===== src/rtl/memory.sv =====
// Single-port 128x16 synchronous SRAM model with a registered, 1-cycle-latency read port.
// Optional define MEMORY_WRITE_THROUGH_EN: a write also loads data_in into data_out.
module memory #(
   parameter int DATA_W = 16,
   parameter int ADDR_W = 7
) (
   output logic [DATA_W-1:0] data_out,
   input  logic              clk,
   input  logic              cen,
   input  logic              wen,
   input  logic [ADDR_W-1:0] addr,
   input  logic [DATA_W-1:0] data_in,
   input  logic              rst_n
);

   localparam int DEPTH = 2**ADDR_W;

   logic [DATA_W-1:0] mem_q [DEPTH];
   logic [DATA_W-1:0] data_out_q, data_out_d;
   logic              wr_en, rd_en, idle;

   // Decoded with == so an X/Z control never enables a write or a read.
   assign idle  = (cen == 1'b1);
   assign wr_en = (cen == 1'b0) && (wen == 1'b0);
   assign rd_en = (cen == 1'b0) && (wen == 1'b1);

   always_comb begin
      data_out_d = data_out_q;
      if (idle) begin
         data_out_d = data_out_q;
      end else if (rd_en) begin
         data_out_d = mem_q[addr];
      end else if (wr_en) begin
`ifdef MEMORY_WRITE_THROUGH_EN
         data_out_d = data_in;
`else
         data_out_d = data_out_q;
`endif
      end else begin
         data_out_d = 'x;
      end
   end

   // Array has no reset; a write on an edge where reset is asserted is dropped.
   always_ff @(posedge clk) begin
      if (rst_n && wr_en) begin
         mem_q[addr] <= data_in;
      end
   end

   always_ff @(posedge clk or negedge rst_n) begin
      if (!rst_n) begin
         data_out_q <= '0;
      end else begin
         data_out_q <= data_out_d;
      end
   end

   assign data_out = data_out_q;

endmodule


===== config.mk =====
export PLATFORM = sky130hd
export DESIGN_NAME = memory
export DESIGN_NICKNAME = d
export VERILOG_FILES = /design/src/rtl/memory.sv
export SDC_FILE = /design/constraint.sdc
export NUM_CORES = 2
export LEC_CHECK = 0
export CAP_MARGIN = 20
export CORE_ASPECT_RATIO = 0.7
export CORE_UTILIZATION = 37
export DETAILED_ROUTE_END_ITERATION = 7
export GPL_TIMING_DRIVEN = 1
export PLACE_DENSITY_LB_ADDON = 0.15
export RECOVER_POWER = 100
export SYNTH_ARGS = -nofsm -noshare
export SYNTH_HDL_FRONTEND = slang
export SYNTH_SLANG_ARGS = --single-unit

===== constraint.sdc =====
create_clock -name clk -period 6 [get_ports clk]
set_clock_uncertainty 0.1 [all_clocks]
set_input_delay 1.5 -clock clk [delete_from_list [all_inputs] [get_ports clk]]
set_output_delay 1.5 -clock clk [all_outputs]
set_load 0.01 [all_outputs]

==> results.json <==
{
  "synth_nets": 4294,
  "cp-start-kind": "input pin",
  "cp-startpoint": "addr[2]",
  "synth_flop_cell": "edfxtp_1",
  "grt_max_degree": 78,
  "cts_setup_buffers": 0,
  "vias": 46300,
  "hold_slack_ps": 581,
  "place_congestion": 0.899,
  "die_area_um2": 218000,
  "final_common_cell": "edfxtp_1",
  "setup_viol": 0,
  "slew_headroom": -1.55,
  "dieWidth_um": 558,
  "synth_mux_area_frac": 0.0957,
  "hold_class": "flop to flop",
  "post_drt_wl_per_cell_um": 36.6,
  "crit-reg2reg-launch": "mem_q[13][14]",
  "ctsResizeCount": 0,
  "synth-xor-area-share": 0,
  "vias_per_cell": 6.06,
  "yosysWarnings": 0,
  "rsz0062_at_grt": "false",
  "insertion_delay_ps": 880,
  "worst-setup-path-type": "input pin to flop",
  "final_cell_mix": "edfxtp_1, a221oi_1, clkbuf_16",
  "drc": 0,
  "whs_path_depth": 1,
  "regToRegSetupSlack_ps": 2730,
  "antenna_found_initial": 29,
  "core_um2": 215000,
  "total_power_mw": 30.0,
  "synth-edff-count": 2048,
  "rows": 142,
  "status": "finished, violations left",
  "crit_fanout": 53,
  "nets": 4611,
  "cp-end-kind": "flop",
  "dpl_cell_area_um2": 86000,
  "worstMarginPinSlew_ps": 3830,
  "clkTransAtPathRegs_ps": 60,
  "worstHoldStart": "data_out[13]",
  "drv_slew": 1098,
  "synth.distinct_cells": 72,
  "leakage_nw": 28.4,
  "period_share": 0.888,
  "period_minus_slack_ps": 5330,
  "synthToLayoutAreaGrowth_pct": 14.0,
  "crit_required_ps": 6350,
  "synth-seq-cells": 2064,
  "finalHoldViolCount": 0,
  "reg2reg_to": "data_out[14]",
  "design_area_um2": 91400,
  "h-tree-depth": 4,
  "irDropWorstVdd_mv": 0.227,
  "synth_compound_area_frac": 0.0850,
  "ys_seq_area_frac": 0.773,
  "hold_end": "data_out[13]",
  "cellPowerDensity_nw_per_um2": 328,
  "cap_violations": 27,
  "synth_adder_area_share": 0,
  "initial_core_util": 0.373,
  "cts_buffer_depth": 4,
  "fmax_ghz": 0.188,
  "synth_top_family_by_area": "multiplexers",
  "io_pins": 43,
  "ant_nets": 0,
  "grt_pass1_wl_mm": 381,
  "wirelength_mm": 279,
  "overflow": 0,
  "crit_arrival_ps": 5680,
  "netlist_area_um2": 80100,
  "grt_pass1_vias": 43900,
  "synth-simple-area-share": 0.0267,
  "port_buffers": 42,
  "cts_tree": "yes",
  "syn_inst": 4267,
  "synth_area_per_cell_um2": 18.8,
  "cts_hold_buf": 0,
  "async_flop_share": 0.00775,
  "first_pass_iters": 6,
  "ff2ff_path_depth": 6,
  "dp_hpwl_mm": 176,
  "grt_util_all_layers": 0.253,
  "cts-root-buf": "clkbuf_16",
  "cts_buffers": 203,
  "tns_ps": 0,
  "violations": "capacitance limit, slew limit",
  "drive_gt1_frac": 0.190,
  "dieHeight_um": 391,
  "drt_iter0_markers": 6807,
  "numClockSinks": 2064
}
[routing by layer]
layer | vias up | global-route usage | share of wire
met1 | 24900 | 0.383 | 0.44
li1 | 18500 | - | -
met4 | 8 | 0.0659 | 0.029
met3 | 407 | 0.0543 | 0.098
met5 | - | 0 | 0.00019
met2 | 2517 | 0.367 | 0.43
[area by class of cell]
cell class              instances  area [um^2]
flip-flops and latches       2064        61900
inverters                       6         36.3
repair buffers                419         2940
fillers                     19200       123000
diodes                         11         27.5
clock inverters               111          793
well taps                    2880         3600
multi-input cells            1890        16800
clock buffers                 248         5270
[stage by stage]
stage	instances	util	setup WS, ps
6_report	7629	0.426	673
5_1_grt	7620	0.426	822
4_1_cts	7617	0.429	1750
3_5_place_dp	7258	0.401	831
3_3_place_gp	7257	0.401	840
2_1_floorplan	4267	-	1640
[cells in the mapped netlist (31+ instances only)]
library cell | instances | area share
o21ai_0 | 99 | 0.0062
buf_2 | 115 | 0.0072
nand2_1 | 136 | 0.0064
mux4_2 | 178 | 0.050
a21oi_1 | 100 | 0.0062
mux2_2 | 163 | 0.023
o221ai_1 | 37 | 0.0040
clkbuf_1 | 109 | 0.0051
a31oi_1 | 32 | 0.0025
a22oi_1 | 88 | 0.0082
a221oi_1 | 230 | 0.025
buf_4 | 51 | 0.0048
a221o_1 | 58 | 0.0072
o2bb2ai_1 | 36 | 0.0039
o22ai_1 | 31 | 0.0024
nor2_1 | 218 | 0.010
edfxtp_1 | 2048 | 0.77
mux2i_1 | 172 | 0.021
[registers in the layout (all words and copies together) (netlist names)]
signal / cells
mem_q: 2048
data_out: 16
[worst max-delay path by stage]
stage                     to  cells after the start
2_1_floorplan   mem_q[53][0]                     10
3_3_place_gp     data_out[6]                      7
3_5_place_dp    data_out[14]                      8
4_1_cts         data_out[14]                      8
5_1_grt        mem_q[17][10]                      7
6_report       mem_q[112][9]                      8
[logic make-up (layout without fill, tap and decap cells)]
kind of cell | count (synthesis) | count (layout)
DFF | 2064 | 2064
AOI/OAI and AO/OA | 889 | 889
muxes | 517 | 517
and+or+nand+nor | 484 | 484
buffers and inverters | 313 | 784
other | 0 | 11
[power breakdown]
| group | total (mW) | internal, mW | switching (mW) | leakage [nW] |
|---|---|---|---|---|
| clock | 12.1 | 6.61 | 5.53 | 2.96 |
| sequential | 16.0 | 15.9 | 0.0579 | 18.6 |
| combinational | 1.89 | 0.533 | 1.36 | 6.85 |
| total | 30.0 | 23.0 | 6.94 | 28.4 |
[critical path: stages]
cell and delay [ps]:
buf_8 280, clkbuf_1 460, nor3_1 400, clkbuf_1 1270, nand2_1 190, buf_4 320
nor2_1 180, clkbuf_1 980
(Power assumes the default switching activity.)
